[config.mk]
export PLATFORM = sky130hd
export DESIGN_NAME = demux8bit_1x4_buf
export DESIGN_NICKNAME = d
export VERILOG_FILES = /design/src/rtl/demux8bit_1x4_buf.sv
export SDC_FILE = /design/constraint.sdc
export NUM_CORES = 1
export LEC_CHECK = 0
export CAP_MARGIN = 20
export CELL_PAD_IN_SITES_DETAIL_PLACEMENT = 2
export CELL_PAD_IN_SITES_GLOBAL_PLACEMENT = 2
export CORE_MARGIN = 3
export CORE_UTILIZATION = 25
export CTS_CLUSTER_SIZE = 14
export DETAILED_ROUTE_END_ITERATION = 12
export PLACE_DENSITY_LB_ADDON = 0.1
export SLEW_MARGIN = 20
export SYNTH_ARGS = -nofsm -noshare
export SYNTH_HDL_FRONTEND = slang
export SYNTH_SLANG_ARGS = --single-unit
[constraint.sdc]
create_clock -name clk -period 2.25 [get_ports clk]
set_input_delay 0.3375 -clock clk [delete_from_list [all_inputs] [get_ports clk]]
set_output_delay 0.3375 -clock clk [all_outputs]
set_load 0.02 [all_outputs]
[src/rtl/demux8bit_1x4_buf.sv]
// rtl/demux8bit_1x4_buf.sv - buffered 1-to-4 byte demultiplexer with per-channel FIFOs
module demux8bit_1x4_buf #(
    parameter int WIDTH = 8,
    parameter int DEPTH = 2,
    parameter int AW    = 1
) (
    input  logic                 clk,
    input  logic                 reset,
    input  logic                 in_valid,
    input  logic [1:0]           in_sel,
    input  logic [WIDTH-1:0]     in_data,
    output logic                 in_ready,
    output logic [3:0]           out_valid,
    output logic [4*WIDTH-1:0]   out_data,
    input  logic [3:0]           out_ready,
    output logic [4*(AW+1)-1:0]  ch_count,
    output logic                 overflow
);

    localparam logic [AW:0]   FULL    = (AW+1)'(DEPTH);
    localparam logic [AW:0]   ONE_CNT = (AW+1)'(1);
    localparam logic [AW-1:0] ONE_PTR = (AW)'(1);

    logic [WIDTH-1:0] mem    [4][DEPTH];
    logic [AW-1:0]    wr_ptr [4];
    logic [AW-1:0]    rd_ptr [4];
    logic [AW:0]      count  [4];

    logic       push;
    logic [3:0] push_ch;
    logic [3:0] pop;

    // No ready pass-through: a full channel stays not-ready even while popping.
    assign in_ready = (count[in_sel] != FULL);
    assign push     = in_valid & in_ready;

    always_comb begin
        push_ch = '0;
        pop     = '0;
        if (push) begin
            push_ch = 4'b0001 << in_sel;
        end
        for (int k = 0; k < 4; k++) begin
            pop[k] = (count[k] != '0) & out_ready[k];
        end
    end

    always_ff @(posedge clk) begin
        if (reset) begin
            overflow <= 1'b0;
            for (int k = 0; k < 4; k++) begin
                wr_ptr[k] <= '0;
                rd_ptr[k] <= '0;
                count[k]  <= '0;
            end
        end else begin
            if (in_valid && !in_ready) begin
                overflow <= 1'b1;
            end
            for (int k = 0; k < 4; k++) begin
                if (push_ch[k]) begin
                    wr_ptr[k] <= wr_ptr[k] + ONE_PTR;
                end
                if (pop[k]) begin
                    rd_ptr[k] <= rd_ptr[k] + ONE_PTR;
                end
                case ({push_ch[k], pop[k]})
                    2'b10:   count[k] <= count[k] + ONE_CNT;
                    2'b01:   count[k] <= count[k] - ONE_CNT;
                    default: count[k] <= count[k];
                endcase
            end
        end
    end

    // Storage is not reset; stale entries are unreachable once the pointers clear.
    always_ff @(posedge clk) begin
        for (int k = 0; k < 4; k++) begin
            if (push_ch[k]) begin
                mem[k][wr_ptr[k]] <= in_data;
            end
        end
    end

    always_comb begin
        out_valid = '0;
        out_data  = '0;
        ch_count  = '0;
        for (int k = 0; k < 4; k++) begin
            out_valid[k]                 = (count[k] != '0);
            out_data[k*WIDTH +: WIDTH]   = mem[k][rd_ptr[k]];
            ch_count[k*(AW+1) +: AW+1]   = count[k];
        end
    end

endmodule

* Yosys cells after proc, flatten, opt, wreduce, memory -nomap -nowiden *
Memory sizes are Yosys's and may differ from the RTL's.
Index checks and enable logic that the tools add are counted.

cells by class
  add/subtract/negate cells = 16
  order comparisons = 12
  equal/unequal tests = 9
  shift operators = 1
  multiplexer cells = 107
  bitwise gates (word level) = 33
  reduce and logical (&&, ||, !) cells = 14

operators by type and width
  kind                                                                    count
  8-bit two-way mux                                                       16
  1-bit two-way mux                                                       70
  16-bit two-way mux                                                      4
  8-bit demux with 1-bit select                                           4
  2-bit two-way mux                                                       12
  1-bit bitwise OR                                                        20
  2-bit >= comparator (second input constant)                             8
  1-bit NOT with 2-bit output                                             8
  1-bit adder (second input constant)                                     8
  2-bit by 1-bit adder with 2-bit output (second input constant)          4
  2-bit by 1-bit equality test with 1-bit output (second input constant)  4
  2-bit equality test (second input constant)                             4
  2-bit by 1-bit < comparator with 1-bit output (second input constant)   4
  2-bit nonzero test                                                      4
  2-bit OR reduction                                                      4
  2-bit by 1-bit subtractor with 2-bit output (second input constant)     4
  1-bit bitwise AND                                                       5
  1-bit logical AND                                                       5
  4-bit two-way mux                                                       1
  1-bit by 2-bit left shift with 4-bit output (first input constant)      1
  2-bit != test (second input constant)                                   1
  1-bit logical NOT                                                       1

storage, ports and cells
  flip-flop bits (word level) = 1
  bits in writable memories = 80
  bits of input ports = 17
  output and inout bits = 46
  memories = 4

memory list
  name    depth  width  rd ports  clocked after memory_dff  wr ports  RTL line  RTL
  mem     4      16     4         0                         4         24        logic [WIDTH-1:0] mem [4][DEPTH];
  count   4      2      5         0                         4         27        logic [AW:0] count [4];
  rd_ptr  4      1      4         0                         4         26        logic [AW-1:0] rd_ptr [4];
  wr_ptr  4      1      4         0                         4         25        logic [AW-1:0] wr_ptr [4];

* Longest topological paths before layout *
Gate-level depths: netlist (run 1).
An unclocked memory read counts as a cell.

  depth after elaboration = 11
  depth in mapped cells = 8
  depth with buffers taken out = 8

* Least setup slack after synthesis (run 1) *
Ideal clock, no wire load.

  kind = register to register
  start = memory count[1][1] in the netlist's numbering
  end = memory count[1][1] in the netlist's numbering, data pin
  arrival time = 1.792 ns
  required time = 2.103 ns
  slack = 0.311 ns
  stages on the path, launching flop included = 7
  buffers on the path = 0
  clock period less this slack = 1.939 ns
  path through = edfxtp_1 > or2_2 > nand2_1 > inv_1 > ha_1 > or3_1 > a21oi_1

RTL lines
  element             RTL line
  start: declaration  27

==> results.ini, run 1 <==
[cells_and_area]
fin_nets=344
antenna_cells=0
layout_common_cells=edfxtp_1, clkdlybuf4s50_1, mux2_2, buf_4, nor2_1
area_delta_synth_final_pct=37.9
register_area_mm2=0.00242
fin_util_pct=35.7
final_cells=499
multiInputGateArea_um2=961
final_common_cell=edfxtp_1
n_fill_cell=1385
drive_above_1_share_pct=26.0
design_area_mm2=0.00479

[hold_path]
hp-start=overflow$_SDFFE_PP0P_
hold_end=overflow$_SDFFE_PP0P_
hp-class=flop to flop
hold-path-cell-count=2

[synthesis]
synth_top_family_by_area=multiplexers
synth.distinct_cells=25
yosys_warnings=0
synthTopCellsByArea=edfxtp_1, mux2_2, ha_1, nor3_1, nor2_1
synth.avg_cell_area_um2=15.4
synthAdderAreaFrac_pct=3.24
synth-simple-area-share_pct=10.7
synth_cells=225
netlist_area_mm2=0.00347
ys_seq_area_share_pct=69.8
synth_mux_area_share_pct=11.4
synth_compound_area_share_pct=1.66
yosys_register_bits=81
synthXorXnorAreaFrac_pct=0.757
synth_top_area_share_pct=69.2
synthesis.nets=251
yosys.area.top_type=edfxtp_1

[place]
preCtsSetupSlack_ps=-33.9
portBuffers=62
dp.cells=475
placed_cell_area_mm2=0.00442
hpwl_um=5610
place_congestion=0.695

[setup_path]
crit_type=flop to primary output
critPathCaptureType=primary output
r2r.worst_path.cells=7
crit_required_ps=1910
path_max_fanout=4
critPathLaunchType=flop
r2r_slack_ps=260
slowest_delay_ps=500
path_cells=nand2b_4 -> mux4_2 -> dlygate4sd2_1
rr_startpoint=count[2][0]$_SDFFCE_PN0P_
crit_slowest_cell=mux4_2
timing.rr.end=count[2][1]$_SDFFCE_PN0P_
crit_arrival_ps=1790

[routing]
vias=2102
viasPerCell=4.21
drt-initial-drc-count=72
antenna_left=0
detail_route.drc_violations=0
drt_pre_antenna_iters=4
drt-total-wl_um=7710
wl_per_cell_um=15.5

[die]
core_area_mm2=0.0134
initial_core_util_pct=25.9
die_h_um=124
ios=63
die_area_mm2=0.0153
die_width_um=124
num_rows=42

[timing]
post-route-period-util_pct=94.5
finalSetupTns_ps=0
rsz0062_at_grt=false
period_minus_slack_ps=2130
hold_viol=0
setup-violations-final=0
maxSlewViolCount=0
setup_slack_ps=123
max_freq_ghz=0.470
skew_ps=7.21
tightest_slew_ps=320
max-slew-margin-rel_pct=78.6

[global_routing]
antenna_found_initial=0
grt_max_degree=19
grtUsageTotal_pct=11.1
grt_pass1_wl_um=12500
grt_pass1_vias=2293
gr-total-overflow=0

[clock_tree]
cts.sinks=81
cts_buffers=9
cts_tree=done
postCtsHoldBufs=0
h-tree-depth=3
clkSlewWorstSetupHoldPaths_ps=60
clk_path_buf_depth=2
root_buffer=clkbuf_16
clkLatencyLatePin_ps=330

[power]
power.density_mw_per_mm2=795
peakVddDrop_mv=0.363
leakagePower_nw=1.72

[outcome]
status=finished clean

[job]
cap_violations=0

## sequential cells by signal, summed over array words and instances (netlist names)
register	flops
rd_ptr	4
mem	64
wr_ptr	4
overflow	1
count	8
## critical path, delay by kind of cell (launching register included)
| family | cells | cell delay, ps |
|---|---|---|
| mux | 1 | 500 |
| buf+inv | 1 | 340 |
| flops | 1 | 430 |
| simple gates | 1 | 180 |
## layout make-up
cell class | count | area share, %
inverters | 15 | 1.18
clock inverters | 7 | 1.12
well taps | 176 | 4.60
repair buffers | 89 | 17.7
clock buffers | 9 | 4.71
multi-input cells | 122 | 20.1
flip-flops and latches | 81 | 50.6
## power breakdown
part | internal, W | leakage [nW] | switching [W]
Sequential | 0.00173 | 0.756 | 0.0000393
Combinational | 0.000342 | 0.837 | 0.000330
Clock | 0.000755 | 0.130 | 0.000610
Total | 0.00283 | 1.72 | 0.000979
## synthesized netlist by cell type
library cell  instances
a21oi_1               3
and2_1                1
and3_1                1
buf_2                 4
clkbuf_1              3
dfxtp_1               1
edfxtp_1             80
ha_1                  9
inv_1                15
mux2_2               33
mux4_2                1
nand2_1              10
nand2b_1              9
nand2b_4              4
nand3_1               3
nand4_1               1
nand4b_1              1
nor2_1               16
nor2b_1               1
nor3_1               15
o21bai_1              4
o22ai_2               1
or2_2                 3
or3_1                 3
xnor2_1               3
## metrics by stage
stage,total power [W],hold slack [ps]
global route,0.00398,530
floorplan,0.00215,436
global placement,0.00244,480
detailed placement,0.00245,491
finish,0.00381,496
CTS,0.00386,507
## routing by layer
metal	routed length (um)	part of all wire [%]	global-route usage, %
met5	0	0	0
met4	174	2.3	5.61
met3	311	4.0	2.23
met2	3740	48	18.2
met1	3490	45	13.8
## cells by family (layout without fill, tap and decap cells)
kind of cell	after synthesis	after routing
compound gates	8	8
xor+xnor	3	3
fa+ha+maj	9	9
buf+inv	22	120
flops	81	81
mux	34	34
simple gates	68	68
## worst max-delay path by stage
| stage | endpoint | startpoint | depth (start not counted) |
|---|---|---|---|
| after floorplan | count[1][1]$_SDFFCE_PN0P_ | count[1][1]$_SDFFCE_PN0P_ | 6 |
| after global placement | in_ready | in_sel[1] | 3 |
| after detailed placement | in_ready | in_sel[1] | 3 |
| after CTS | in_ready | count[3][0]$_DFFE_PP_ | 3 |
| after global routing | in_ready | count[3][0]$_DFFE_PP_ | 3 |
| final | in_ready | count[3][0]$_DFFE_PP_ | 3 |
## what timing repair did
| item | CTS | global route |
|---|---|---|
| endpoints found under the setup margin | 19 | 0 |
| buffers inserted | 8 | 0 |
| resized for setup | 1 | 0 |
Note: power is estimated with default switching activity, not from simulation.
==> inputs of run 2 (changes only) <==
- CORE_MARGIN: 3 -> 2
- TNS_END_PERCENT: not set -> 50
==> run 2 against run 1 <==
Effect of this change: first-iteration DRC count fell by 18%; critical path type unchanged; highest routed layer unchanged; global-route usage grew 0.17 points; combinational power down 3.3%; flip-flop and latch count did not move; clock power barely moved; cell count unchanged.
==> results.ini, run 2 (synthesis gave the netlist of run 1 again) <==
[clock_tree]
clk_path_buf_depth=2  ; unchanged
clkLatencyLatePin_ps=340  ; about the same
postCtsHoldBufs=0  ; unchanged
root_buffer=clkbuf_16
cts_buffers=9  ; unchanged
clkSlewWorstSetupHoldPaths_ps=60  ; about the same
cts_tree=done
cts.sinks=81  ; unchanged
h-tree-depth=3  ; unchanged

[setup_path]
path_max_fanout=4  ; unchanged
crit_arrival_ps=1820  ; +30 ps
crit_slowest_cell=mux4_2
crit_type=flop to primary output
critPathLaunchType=flop
slowest_delay_ps=500  ; about the same
critPathCaptureType=primary output
rr_startpoint=count[1][0]$_SDFFCE_PN0P_
r2r.worst_path.cells=7  ; unchanged
r2r_slack_ps=290  ; +30 ps
crit_required_ps=1910  ; about the same
timing.rr.end=count[1][1]$_SDFFCE_PN0P_
path_cells=nand2b_4 -> mux4_2 -> dlygate4sd2_1

[die]
initial_core_util_pct=25.3  ; -0.60 points
ios=63  ; unchanged
die_width_um=122  ; -1.6%
num_rows=43  ; +2.4%
core_area_mm2=0.0137  ; +2.4%
die_h_um=122  ; -1.6%
die_area_mm2=0.0148  ; -3.2%

[global_routing]
grt_max_degree=27  ; +8
grt_pass1_wl_um=12100  ; -3.3%
antenna_found_initial=0  ; unchanged
grt_pass1_vias=2235  ; -2.5%
grtUsageTotal_pct=11.2  ; +0.17 points
gr-total-overflow=0  ; unchanged

[hold_path]
hp-start=overflow$_SDFFE_PP0P_
hp-class=flop to flop
hold_end=overflow$_SDFFE_PP0P_
hold-path-cell-count=2  ; unchanged

[routing]
viasPerCell=4.19  ; -0.43%
vias=2093  ; -0.43%
antenna_left=0  ; unchanged
drt_pre_antenna_iters=3  ; -1
drt-total-wl_um=7550  ; -2.1%
drt-initial-drc-count=59  ; -18%
wl_per_cell_um=15.1  ; -2.1%
detail_route.drc_violations=0  ; unchanged

[power]
leakagePower_nw=1.76  ; +2.1%
finalPower_w=0.00376  ; -1.3%
peakVddDrop_mv=0.255  ; -30%
power.density_mw_per_mm2=788  ; -0.86%

[cells_and_area]
final_common_cell=edfxtp_1
area_delta_synth_final_pct=37.3
final_cells=499  ; unchanged
design_area_mm2=0.00477  ; -0.42%
antenna_cells=0  ; unchanged
drive_above_1_share_pct=25.1  ; -0.93 points
layout_common_cells=edfxtp_1, clkdlybuf4s50_1, mux2_2, buf_4, nor2_1
largest_register_ffs=64  ; unchanged
fin_nets=340  ; -1.2%

[timing]
period_minus_slack_ps=2160  ; +35.2 ps
skew_ps=4.60  ; -2.61 ps
rsz0062_at_grt=false
setup-violations-final=0  ; unchanged
max_freq_ghz=0.462  ; -1.6%
maxSlewViolCount=0  ; unchanged
finalSetupTns_ps=0  ; unchanged
tightest_slew_ps=410  ; +89.9 ps
hold_viol=0  ; unchanged
max-slew-margin-rel_pct=72.7  ; -5.9 points
post-route-period-util_pct=96.1  ; +1.6 points

[place]
portBuffers=62  ; unchanged
dp.cells=478  ; +0.63%
place_congestion=0.667  ; -4.0%
placed_cell_area_mm2=0.00443  ; +0.23%
hpwl_um=5550  ; -1.0%

[job]
cap_violations=0  ; unchanged

[outcome]
status=finished clean

run 2: power breakdown:
part           switching [W]  total, W  leakage (nW)  internal (W)
Clock               0.000588   0.00134         0.125      0.000748
Combinational       0.000323  0.000650         0.878      0.000327
Sequential         0.0000412   0.00177         0.756       0.00173
run 2: how the worst max path moves through the flow:
stage	from	endpoint	slack (ps)	depth (start not counted)
floorplan	count[1][1]$_SDFFCE_PN0P_	count[1][1]$_SDFFCE_PN0P_	310	6
global placement	in_sel[1]	in_ready	-20	3
detailed placement	in_sel[1]	in_ready	-20	3
CTS	rd_ptr[3]$_DFFE_PP_	out_data[31]	2	2
global route	count[3][0]$_DFFE_PP_	in_ready	20	3
finish	count[3][0]$_DFFE_PP_	in_ready	90	3
run 2: layout make-up:
type	count	area, um^2
Clock buffer	10	229
Clock inverter	6	45.0
Fill cell	1421	8950
Inverter	15	56.3
Multi-Input combinational cell	122	961
Sequential cell	81	2420
Tap cell	180	225
Timing Repair Buffer	85	827
run 2: per-layer routing:
layer  vias up  global-route usage (%)  share of wire [%]
li1       1001                       -                  -
met1      1031                    13.8                 44
met2        49                    18.1                 49
met3        12                    2.53                3.6
met4         0                    6.68                2.7
met5         -                       0                  0
run 2: critical path, delay by kind of cell, from the launching register on:
family	cells	cell delay (ps)
and+or+nand+nor	1	190
buffers and inverters	1	340
muxes	1	500
DFF	1	450
run 2: what timing repair did:
item	CTS	global route
setup endpoints to repair	20	12
buffers inserted	3	2
resized for setup	5	6
run 2: per-stage QoR:
step | setup WS (ps) | utilization [%] | hold WS [ps]
6_report | 87.7 | 34.7 | 496
5_1_grt | 24.4 | 34.7 | 525
4_1_cts | 1.55 | 34.5 | 505
3_5_place_dp | -21.7 | 32.3 | 489
3_3_place_gp | -17.8 | 32.3 | 485
2_1_floorplan | 311 | - | 436
==> inputs of run 3 (changes only) <==
- CELL_PAD_IN_SITES_DETAIL_PLACEMENT: 2 -> not set
- CELL_PAD_IN_SITES_GLOBAL_PLACEMENT: 2 -> not set
- PLACE_DENSITY_LB_ADDON: 0.1 -> not set
- SKIP_CTS_REPAIR_TIMING: not set -> 1
- SKIP_LAST_GASP: not set -> 1
==> run 3 against run 2 <==
Effect of this change: maximum frequency increased by 3.3%; final area fell by 0.66%; power increased by 0.38%; setup slack improved by 68 ps; wire length is 3.7% lower; largest cell class unchanged; via count is 1.3% lower; combinational power about the same; clock skew up 4.3 ps; flip-flop and latch count did not move; cell count down 0.80%; critical path depth is the same; register-to-register slack worse by 30 ps.
==> results.ini, run 3 (synthesis gave the netlist of run 1 again) <==
[cells_and_area]
fin_util_pct=34.5  ; -0.23 points
design_area_mm2=0.00473  ; -0.66%
drive_above_1_share_pct=24.1  ; -0.95 points
antenna_cells=0  ; unchanged
largest_register_ffs=64  ; unchanged
area_delta_synth_final_pct=36.4
final_cells=495  ; -0.80%
fin_nets=336  ; -1.2%
final_common_cell=edfxtp_1
layout_common_cells=edfxtp_1, clkdlybuf4s50_1, mux2_2, buf_4, nor2_1

[place]
hpwl_um=5150  ; -7.2%
portBuffers=62  ; unchanged
dp.cells=475  ; -0.63%
place_congestion=0.731  ; +9.5%
placed_cell_area_mm2=0.00440  ; -0.79%

[power]
peakVddDrop_mv=0.429  ; +68%
leakagePower_nw=1.69  ; -4.1%
power.density_mw_per_mm2=797  ; +1.0%

[hold_path]
hp-class=flop to flop
hold-path-cell-count=2  ; unchanged
hp-start=overflow$_SDFFE_PP0P_
hold_end=overflow$_SDFFE_PP0P_

[setup_path]
crit_slowest_cell=clkdlybuf4s50_1
path_max_fanout=4  ; unchanged
critPathCaptureType=primary output
crit_arrival_ps=1760  ; -60 ps
slowest_delay_ps=550  ; +50 ps
critPathTopFamily=buffers and inverters
critPathLaunchType=flop
crit_required_ps=1910  ; about the same
crit_type=flop to primary output
timing.rr.end=count[0][1]$_SDFFCE_PN0P_
r2r.worst_path.cells=7  ; unchanged
rr_startpoint=count[0][0]$_SDFFCE_PN0P_
path_cells=buf_4 -> or2_2 -> clkdlybuf4s50_1
crit_buf_inv=2  ; +1
r2r_slack_ps=260  ; -30 ps

[timing]
skew_ps=8.93  ; +4.33 ps
rsz0062_at_grt=false
timing.hold.ws_ps=495  ; -0.939 ps
finalSetupTns_ps=0  ; unchanged
max-slew-margin-rel_pct=67.6  ; -5.1 points
post-route-period-util_pct=93.1  ; -3.0 points
maxSlewViolCount=0  ; unchanged
tightest_slew_ps=485  ; +74.9 ps
period_minus_slack_ps=2090  ; -68.3 ps
setup-violations-final=0  ; unchanged
max_freq_ghz=0.478  ; +3.3%
hold_viol=0  ; unchanged

[clock_tree]
root_buffer=clkbuf_16
clkLatencyLatePin_ps=330  ; about the same
h-tree-depth=3  ; unchanged
cts.sinks=81  ; unchanged
cts_tree=done
cts_buffers=9  ; unchanged
clk_path_buf_depth=2  ; unchanged
clkSlewWorstSetupHoldPaths_ps=60  ; about the same

[routing]
viasPerCell=4.17  ; -0.54%
drt-total-wl_um=7260  ; -3.7%
drt-initial-drc-count=83  ; +41%
detail_route.drc_violations=0  ; unchanged
vias=2065  ; -1.3%
drt_pre_antenna_iters=4  ; +1
antenna_left=0  ; unchanged
wl_per_cell_um=14.7  ; -3.0%

[job]
cap_violations=0  ; unchanged

[die]
die_h_um=122  ; unchanged
initial_core_util_pct=25.3  ; unchanged
die_area_mm2=0.0148  ; unchanged
ios=63  ; unchanged
core_area_mm2=0.0137  ; unchanged
num_rows=43  ; unchanged
die_width_um=122  ; unchanged

[global_routing]
antenna_found_initial=0  ; unchanged
grt_pass1_wl_um=10900  ; -10%
grt_pass1_vias=2034  ; -9.0%
gr-total-overflow=0  ; unchanged
grtUsageTotal_pct=9.99  ; -1.3 points
grt_max_degree=16  ; -41%

[outcome]
status=finished clean

## run 3: cell count changes in the layout (fill, tap and decap cells not counted), moves of 2 or more
cell and change:
clkdlybuf4s50_1 +10, dlygate4sd2_1 -5, inv_6 +2, buf_4 -4
dlymetal6s2s_1 -5
## run 3: worst reg2reg max path: stages (launching register included)
cell	delay, ps
edfxtp_1	410
buf_4	170
or2_2	300
nand2_1	160
inv_1	70
ha_1	220
or3_1	380
a21oi_1	140
## run 3: layout make-up
class                           instances  area, um^2
Fill cell                            1337        8980
Sequential cell                        81        2420
Multi-Input combinational cell        122         961
Timing Repair Buffer                   81         791
Clock buffer                            9         225
Tap cell                              180         225
Inverter                               15        56.3
Clock inverter                          7        53.8
## run 3: per-layer routing
layer / part of all wire [%] / vias to the layer above / track usage [%] / wire [um]
li1: - / 1000 / - / -
met4: 1.6 / 0 / 3.74 / 114
met3: 5.6 / 12 / 3.14 / 405
met1: 44 / 991 / 12.2 / 3190
met5: 0 / - / 0 / 0
met2: 49 / 62 / 16.5 / 3550
## run 3: worst max-delay path by stage
stage	start	end	slack, ps	cells past startpoint
finish	count[0][0]$_SDFFCE_PN0P_	out_valid[0]	160	3
global route	count[0][0]$_SDFFCE_PN0P_	out_valid[0]	100	3
detailed placement	in_sel[1]	count[0][1]$_SDFFCE_PN0P_	-20	8
CTS	count[1][0]$_SDFFCE_PN0P_	in_ready	-130	3
floorplan	count[1][1]$_SDFFCE_PN0P_	count[1][1]$_SDFFCE_PN0P_	310	6
global placement	in_sel[1]	in_ready	-2	3
## run 3: power by group
group          switching, W  leakage, nW  internal, W
clock network      0.000592        0.130     0.000754
logic              0.000323        0.801     0.000329
registers         0.0000419        0.756      0.00173
## run 3: metrics by stage
| stage | setup slack (ps) | total power [W] |
|---|---|---|
| after floorplan | 311 | 0.00215 |
| after global placement | -2.05 | 0.00243 |
| after detailed placement | -18.2 | 0.00244 |
| after CTS | -133 | 0.00380 |
| after global routing | 105 | 0.00393 |
| final | 156 | 0.00377 |
